## config.mk

```make
export PLATFORM = sky130hd
export DESIGN_NAME = mux_serial_sequencer
export DESIGN_NICKNAME = d
export VERILOG_FILES = /design/src/rtl/mux_serial_sequencer_pkg.sv /design/src/rtl/mux_serial_sequencer_sel_index_counter.sv /design/src/rtl/mux_serial_sequencer.sv
export SDC_FILE = /design/constraint.sdc
export NUM_CORES = 1
export LEC_CHECK = 0
export CORE_AREA = 2 2 39 41
export DETAILED_ROUTE_END_ITERATION = 16
export DIE_AREA = 0 0 41 43
export GPL_TIMING_DRIVEN = 1
export PLACE_DENSITY_LB_ADDON = 0.3
export SYNTH_ARGS = -nofsm -noshare
export SYNTH_HDL_FRONTEND = slang
export SYNTH_HIERARCHICAL = 1
export SYNTH_SLANG_ARGS = --single-unit
```

## constraint.sdc

```tcl
create_clock -name CLK -period 1.1 [get_ports CLK]
set_input_delay 0.275 -clock CLK [delete_from_list [all_inputs] [get_ports CLK]]
set_output_delay 0.275 -clock CLK [all_outputs]
set_load 0.005 [all_outputs]
```

## src/rtl/mux_serial_sequencer_pkg.sv

```systemverilog
// Shared definitions for the mux serial sequencer: state encoding, widths, Sel mapping.
// Latency: n/a (types and constants only).
// Backpressure: n/a.
package mux_seq_defs;

   localparam int WORD_W = 4;
   localparam int SEL_W  = 2;

   typedef enum logic [1:0] {
      S_IDLE   = 2'd0,
      S_SHIFT  = 2'd1,
      S_PARITY = 2'd2,
      S_GAP    = 2'd3
   } state_e;

   // Bit index k maps to Sel = k (LSB first) or Sel = 3-k (MSB first).
   function automatic logic [SEL_W-1:0] map_sel(input logic [SEL_W-1:0] idx,
                                                input logic             msb_first);
      return msb_first ? ~idx : idx;
   endfunction

endpackage

```

## src/rtl/mux_serial_sequencer_sel_index_counter.sv

```systemverilog
// Bit-index counter that drives a registered, glitch-free Sel with MSB_FIRST ordering.
// Latency: Sel for the next index is valid the cycle after start/step.
// Backpressure: none; the controlling FSM decides when to start, step, hold or park.
module sel_index_counter
   import mux_seq_defs::*;
#(
   parameter bit MSB_FIRST = 1'b0
) (
   input  logic             clk_i,
   input  logic             rst_i,
   input  logic             start_i,
   input  logic             step_i,
   input  logic             park_i,
   output logic [SEL_W-1:0] sel_o,
   output logic             last_o
);

   logic [SEL_W-1:0] idx_q, idx_d;
   logic [SEL_W-1:0] sel_q, sel_d;

   // Next index: park returns Sel to 0, start loads index 0, step advances; otherwise hold.
   always_comb begin
      idx_d = idx_q;
      sel_d = sel_q;
      if (park_i) begin
         idx_d = '0;
         sel_d = '0;
      end else if (start_i) begin
         idx_d = '0;
         sel_d = map_sel(idx_d, MSB_FIRST);
      end else if (step_i) begin
         idx_d = idx_q + 1'b1;
         sel_d = map_sel(idx_d, MSB_FIRST);
      end
   end

   // Index and Sel registers.
   always_ff @(posedge clk_i) begin
      if (rst_i) begin
         idx_q <= '0;
         sel_q <= '0;
      end else begin
         idx_q <= idx_d;
         sel_q <= sel_d;
      end
   end

   assign sel_o  = sel_q;
   assign last_o = &idx_q;

endmodule

```

## src/rtl/mux_serial_sequencer.sv

```systemverilog
// Serializes a 4-bit word through an external 4:1 mux into a framed bit stream; MUX_SEQ_PARITY_EN appends even parity.
// Latency: first serial bit two cycles after the accepting edge; frame period 5+GAP cycles (6+GAP with parity).
// Backpressure: In_Ready is high only in IDLE; In_Valid/In_Data are ignored while busy.
module mux_serial_sequencer
   import mux_seq_defs::*;
#(
   parameter bit          MSB_FIRST = 1'b0,
   parameter int unsigned GAP       = 0
) (
   input  logic              CLK,
   input  logic              RESET,
   input  logic [WORD_W-1:0] In_Data,
   input  logic              In_Valid,
   output logic              In_Ready,
   output logic [WORD_W-1:0] Mux_In,
   output logic [SEL_W-1:0]  Sel,
   input  logic              Mux_Out,
   output logic              Ser_Out,
   output logic              Ser_Valid,
   output logic              Ser_Last,
   output logic              Busy
);

   localparam logic [3:0] GAP_LAST    = (GAP > 0) ? 4'(GAP - 1) : 4'd0;
   localparam state_e     AFTER_FRAME = (GAP > 0) ? S_GAP : S_IDLE;

   state_e            state_q, state_d;
   logic [3:0]        gap_q, gap_d;
   logic [WORD_W-1:0] mux_in_q, mux_in_d;
   logic              ser_out_q, ser_out_d;
   logic              ser_vld_q, ser_vld_d;
   logic              ser_last_q, ser_last_d;
   logic              cnt_start, cnt_step, cnt_park, idx_last;

   sel_index_counter #(.MSB_FIRST(MSB_FIRST)) u_sel_cnt (
      .clk_i   (CLK),
      .rst_i   (RESET),
      .start_i (cnt_start),
      .step_i  (cnt_step),
      .park_i  (cnt_park),
      .sel_o   (Sel),
      .last_o  (idx_last)
   );

   // Next state, word latch, serial output register inputs and Sel counter control.
   always_comb begin
      state_d    = state_q;
      gap_d      = gap_q;
      mux_in_d   = mux_in_q;
      ser_out_d  = 1'b0;
      ser_vld_d  = 1'b0;
      ser_last_d = 1'b0;
      cnt_start  = 1'b0;
      cnt_step   = 1'b0;
      cnt_park   = 1'b0;
      unique case (state_q)
         S_IDLE: begin
            if (In_Valid) begin
               mux_in_d  = In_Data;
               cnt_start = 1'b1;
               state_d   = S_SHIFT;
            end
         end
         S_SHIFT: begin
            // The mux bit for the Sel shown this cycle becomes next cycle's serial bit.
            ser_out_d = Mux_Out;
            ser_vld_d = 1'b1;
            if (!idx_last) begin
               cnt_step = 1'b1;
            end else begin
`ifdef MUX_SEQ_PARITY_EN
               // Sel holds its last value through the parity cycle.
               state_d = S_PARITY;
`else
               ser_last_d = 1'b1;
               cnt_park   = 1'b1;
               gap_d      = '0;
               state_d    = AFTER_FRAME;
`endif
            end
         end
         S_PARITY: begin
`ifdef MUX_SEQ_PARITY_EN
            ser_out_d  = ^mux_in_q;
            ser_vld_d  = 1'b1;
            ser_last_d = 1'b1;
            cnt_park   = 1'b1;
            gap_d      = '0;
            state_d    = AFTER_FRAME;
`else
            cnt_park = 1'b1;
            state_d  = S_IDLE;
`endif
         end
         S_GAP: begin
            if (gap_q == GAP_LAST) begin
               gap_d   = '0;
               state_d = S_IDLE;
            end else begin
               gap_d = gap_q + 1'b1;
            end
         end
         default: state_d = S_IDLE;
      endcase
   end

   // State, gap counter, word latch and serial output registers.
   always_ff @(posedge CLK) begin
      if (RESET) begin
         state_q    <= S_IDLE;
         gap_q      <= '0;
         mux_in_q   <= '0;
         ser_out_q  <= 1'b0;
         ser_vld_q  <= 1'b0;
         ser_last_q <= 1'b0;
      end else begin
         state_q    <= state_d;
         gap_q      <= gap_d;
         mux_in_q   <= mux_in_d;
         ser_out_q  <= ser_out_d;
         ser_vld_q  <= ser_vld_d;
         ser_last_q <= ser_last_d;
      end
   end

   assign In_Ready  = (state_q == S_IDLE);
   assign Busy      = (state_q != S_IDLE);
   assign Mux_In    = mux_in_q;
   assign Ser_Out   = ser_out_q;
   assign Ser_Valid = ser_vld_q;
   assign Ser_Last  = ser_last_q;

endmodule

```

# Word level (Yosys, flattened, before mapping)
# Cells that the tools add are included.
[word_totals] output_inout_bits=11 wordCells=40 input_bits=8 mem_bits_ro=0 latchBits=0 mem_bits_rw=0 n_memories=0 register_bits=15
[op_classes] n_eq_ne=6 n_lt_le_gt_ge=0 n_addsub=2 shifts=0 mul=0 reduce_logical=10 muxes=14 n_bitwise=1 div=0
[ops] cell="$mux 4" count=2
[ops] cell="$pmux 2 s4" count=1
[ops] cell="$pmux 4 s2" count=1
[ops] cell="$mux 1" count=6
[ops] cell="$mux 2" count=3
[ops] cell="$ne 2x2->1 const B" count=3
[ops] cell="$reduce_and 2->1" count=3
[ops] cell="$add 4x1->4 const B" count=1
[ops] cell="$eq 2x2->1 const B" count=2
[ops] cell="$logic_not 4->1" count=1
[ops] cell="$reduce_bool 2->1" count=2
[ops] cell="$reduce_and 3->1" count=1
[ops] cell="$reduce_or 3->1" count=1
[ops] cell="$add 2x1->2 const B" count=1
[ops] cell="$eq 2x1->1 const B" count=1
[ops] cell="$logic_not 2->1" count=1
[ops] cell="$pmux 1 s2" count=1
[ops] cell="$reduce_or 2->1" count=1
[ops] cell="$not 1->1" count=1

# Logic depth before layout (Yosys ltp)
[depth] word_depth=4 mapped_depth=4

# Modules after synthesis
# Netlist, hierarchy kept.
[modules_own_cells] mod="mux_serial_sequencer" instances=1 area_each_um2=307.8 cells_each=28
[modules_own_cells] mod="sel_index_counter" instances=1 area_each_um2=96.3 cells_each=7

# Worst setup path before layout
# No wires, ideal clock.
[synth_path] path_kind="register -> register" start="register, netlist name u_sel_cnt/sel_o[0]" end="register u_sel_cnt.sel_q[1] (netlist: u_sel_cnt/sel_o[1])" arrival_ns=1.028 path_buffers=0 setup_time_ns=0.129 period_less_slack_ns=1.156 path_stages_with_launch=5 slack_ns=-0.056 path_cell_list="dfxtp_1 ha_1 and2b_1 mux2i_1 nor4_2"
[synth_lines] item="end signal, assigned" line="mux_serial_sequencer_sel_index_counter.sv:44" source="sel_q <= sel_d;"
[synth_lines] item="end, declared" line="mux_serial_sequencer_sel_index_counter.sv:19" source="logic [SEL_W-1:0] sel_q, sel_d;"

# Worst setup path after layout
[layout_path] start="register state_q[0]" end="register u_sel_cnt.sel_q[0] (netlist: u_sel_cnt/sel_o[0])"
[layout_lines] item="start, declared" line="mux_serial_sequencer.sv:27" source="state_e state_q, state_d;"
[layout_lines] item="start signal, assigned" line="mux_serial_sequencer.sv:117" source="state_q <= state_d;"
[layout_lines] item="$eq 2x1->1" line="mux_serial_sequencer.sv:56" source="unique case (state_q)"
[layout_lines] item="$mux 1" line="mux_serial_sequencer.sv:56"
[layout_lines] item="net cnt_step" line="mux_serial_sequencer.sv:33" source="logic cnt_start, cnt_step, cnt_park, idx_last;"
# The timed path passes the listed nets, and every way through them passes these cells.
# A chain may end at the register's enable or synchronous reset.

==> results.yml <==
run_status:
  outcome: "finished, violations left"
  violations: "setup timing"
placed_design:
  dp_cells: 78
  dp_hpwl_um: 620
  io_buffers: 18
  place_area_um2: 687
  place_congestion: 0.640
  place_ws_ns: -0.259
floorplanning:
  die_area_um2: 1760
  dieHeight_um: 43
  coreArea_um2: 1380
  ios: 19
  num_rows: 14
  die_x_um: 41
  initial_core_util_pct: 29.2
setup_path:
  crit_family: "flip-flops"
  cp-start-kind: "flop"
  cp_data_required_time_ns: 1.23
  arrival_ns: 1.28
  slowest_stage: "dfxtp_2"
  worstSetupPathType: "flop to flop"
  critPathMaxFanout: 3
  timing.rr.end: "u_sel_cnt/sel_o[0]$_SDFFE_PP0P_"
  r2r-start: "state_q[0]$_SDFFE_PP0P_"
  crit_path_start: "state_q[0]$_SDFFE_PP0P_"
  rrSetupSlack_ns: -0.05
  path_cells: "buf_6, buf_6, and2b_2, xnor2_1, nor4_2"
  crit_top_cell: "buf_6"
  cp_num_buf_inv: 2
  critPathMaxStageDelay_ns: 0.33
  end_kind: "flop"
  r2r_cells: 5
  worst-path-stages: 5
clocking:
  htree_levels: 1
  numCtsBuffers: 3
  clock_sinks: 10
  cts_hold_buf: 0
  cts_buffer_depth: 2
  path_clk_slew_ns: 0.07
  clk_latency_ns: 0.26
  cts-root-buf: "clkbuf_4"
  cts_tree: "yes"
timing:
  rsz0062_at_grt: "yes"
  clock-skew-final_ns: 0.00211
  setup-violations-final: 4
  fin_crit_sh_pct: 104
  worst_pin_slew_ns: 0.354
  slew_violations: 0
  clock.fmax_ghz: 0.873
  worst_slack_ns: -0.0451
  min_period_ns: 1.15
  slew_headroom_pct: 76.4
  hold_violations: 0
routing:
  routed_wl_um: 841
  firstDrtPassIters: 2
  via_count: 365
  via_per_inst: 4.35
  detail-route-antenna-nets: 0
  drc: 0
  wire_per_inst_um: 10.0
  drt_iter0_markers: 5
global_route:
  grt_overflow_total: 0
  grt_use_total_pct: 11.4
  antenna_found_initial: 0
  met2_usage_pct: 15.9
  grt_pass1_wl_mm: 1.37
  grt_pass1_vias: 351
  grtUsageMet3_pct: 4.71
  grt_max_degree: 13
  met1_usage_pct: 15.3
  grt.busiest_layer: "met2"
cells_and_area:
  final-instance-count-excl-fill: 84
  multi_input_area_um2: 216
  syn2layout_area_growth_pct: 80.5
  design_area_um2: 729
  diodes: 0
  fill_cells: 142
  regArea_um2: 208
  final_nets: 78
  final_util_pct: 52.7
  drive_above_1_share_pct: 50.0
synthesis:
  synthTopCellsByArea: "dfxtp_1, nand4bb_1, nand2b_1"
  yosys.area.top_type: "dfxtp_1"
  ys.flop_type: "dfxtp_1"
  synthCells: 35
  ys_types: 13
  async_reset_ff_share_pct: 0
  synth_fp_nets: 44
  syn_area_um2: 404
  yosysSeqAreaShare_pct: 49.5
  avgSynthCellArea_um2: 11.5
  synth_common_cells: "dfxtp_1, nand2b_1, nand4bb_1, o21ai_1, and2_1"
  ys_warn_count: 6
  synth-edff-count: 0
  yosysMostFrequentCell: "dfxtp_1"
  synth_top_area_share_pct: 49.5
  ys_seq_elements: 10
job:
  maxCapViolCount: 0
min_path:
  hold_end: "Mux_In[2]$_SDFFE_PP0P_"
  hold_path_class: "flop to flop"
  holdPathStages: 2
  hp-start: "Mux_In[2]$_SDFFE_PP0P_"
power:
  p_per_area_nw_per_um2: 1210
  p_clk_share_pct: 36.5
  pwr-share-seq_pct: 45.0
  swShare_pct: 21.6
  leakagePower_uw: 0.000320
  irDropWorstVdd_uv: 708
  p_int_uw: 691
  combPwrFrac_pct: 18.5
  net-switching-power_uw: 190
==> sequential cells by signal, summed over array words and instances (netlist names) <==
name             flops
Ser_Valid            1
Mux_In               4
Ser_Out              1
state_q              1
Ser_Last             1
u_sel_cnt/sel_o      2
==> cell usage in the layout (no fill, tap or decap) <==
master / instances
clkbuf_8: 1
ha_4: 1
o21ba_1: 1
and2b_2: 1
o21ai_1: 4
nand2b_1: 4
buf_4: 8
clkbuf_2: 2
inv_1: 1
dfxtp_1: 4
clkdlybuf4s15_2: 1
clkdlybuf4s15_1: 2
and2_4: 1
buf_6: 3
dfxtp_2: 6
nor4_2: 2
and2_1: 2
dlygate4sd2_1: 4
nor2b_2: 2
clkbuf_4: 3
xnor2_1: 1
clkdlybuf4s50_1: 6
nand4bb_1: 4
mux2i_1: 1
buf_2: 3
==> cells by family after synthesis <==
logic type	share of synthesized area, %
and+or+nand+nor	34.4
DFF	49.5
adders and majority gates	3.10
xor gates and xnor gates	2.17
muxes	2.48
buffers and inverters	0.928
AOI/OAI and AO/OA	7.43
==> cell type report <==
class	count	share of cell area, %
clock buffers	4	4.97
multi-input cells	24	29.7
flip-flops and latches	10	28.5
inverters	1	0.515
well taps	16	2.74
repair buffers	29	33.6
==> worst max path at each step <==
stage	endpoint	slack [ns]
6_report	u_sel_cnt/sel_o[0]$_SDFFE_PP0P_	-0.05
5_1_grt	u_sel_cnt/sel_o[0]$_SDFFE_PP0P_	-0.10
4_1_cts	u_sel_cnt/sel_o[0]$_SDFFE_PP0P_	-0.04
3_5_place_dp	u_sel_cnt/sel_o[0]$_SDFFE_PP0P_	-0.26
3_3_place_gp	Mux_In[0]$_SDFFE_PP0P_	-0.23
2_1_floorplan	u_sel_cnt/sel_o[1]$_SDFFE_PP0P_	-0.02
==> through the flow <==
stage	hold WS [ns]	setup TNS [ns]	power [µW]
final	0.467	-0.122	881
after detailed placement	0.458	-2.24	570
after global placement	0.468	-2.17	569
after floorplan	0.333	-0.0189	456
after CTS	0.471	-0.134	892
after global routing	0.503	-0.278	929
==> worst register-to-register path: cells and delay by family (launching register included) <==
family	cells	cell delay, ns
buffers and inverters	2	0.21
flip-flops	1	0.33
XOR/XNOR	1	0.20
AND/OR/NAND/NOR	2	0.27
==> repair_timing <==
| action | CTS | global route |
|---|---|---|
| gates resized for setup | 34 | 4 |
| buffers inserted | 4 | 0 |
| pin swaps | 1 | 0 |
| endpoints found under the setup margin | 13 | 8 |
==> per-layer routing <==
metal / wire length, µm / up-vias / part of all wire [%]
li1: - / 191 / -
met1: 383 / 158 / 46
met2: 371 / 16 / 44
met3: 86 / 0 / 10
met4: 0 / 0 / 0
met5: 0 / - / 0
==> power by group through the flow <==
stage | combinational (µW) | sequential (µW) | clock [µW]
2_1_floorplan | 48.7 | 407 | 0
3_3_place_gp | 166 | 403 | 0
3_5_place_dp | 167 | 403 | 0
4_1_cts | 166 | 396 | 329
5_1_grt | 179 | 399 | 351
6_report | 163 | 396 | 322
(Power assumes the default switching activity.)
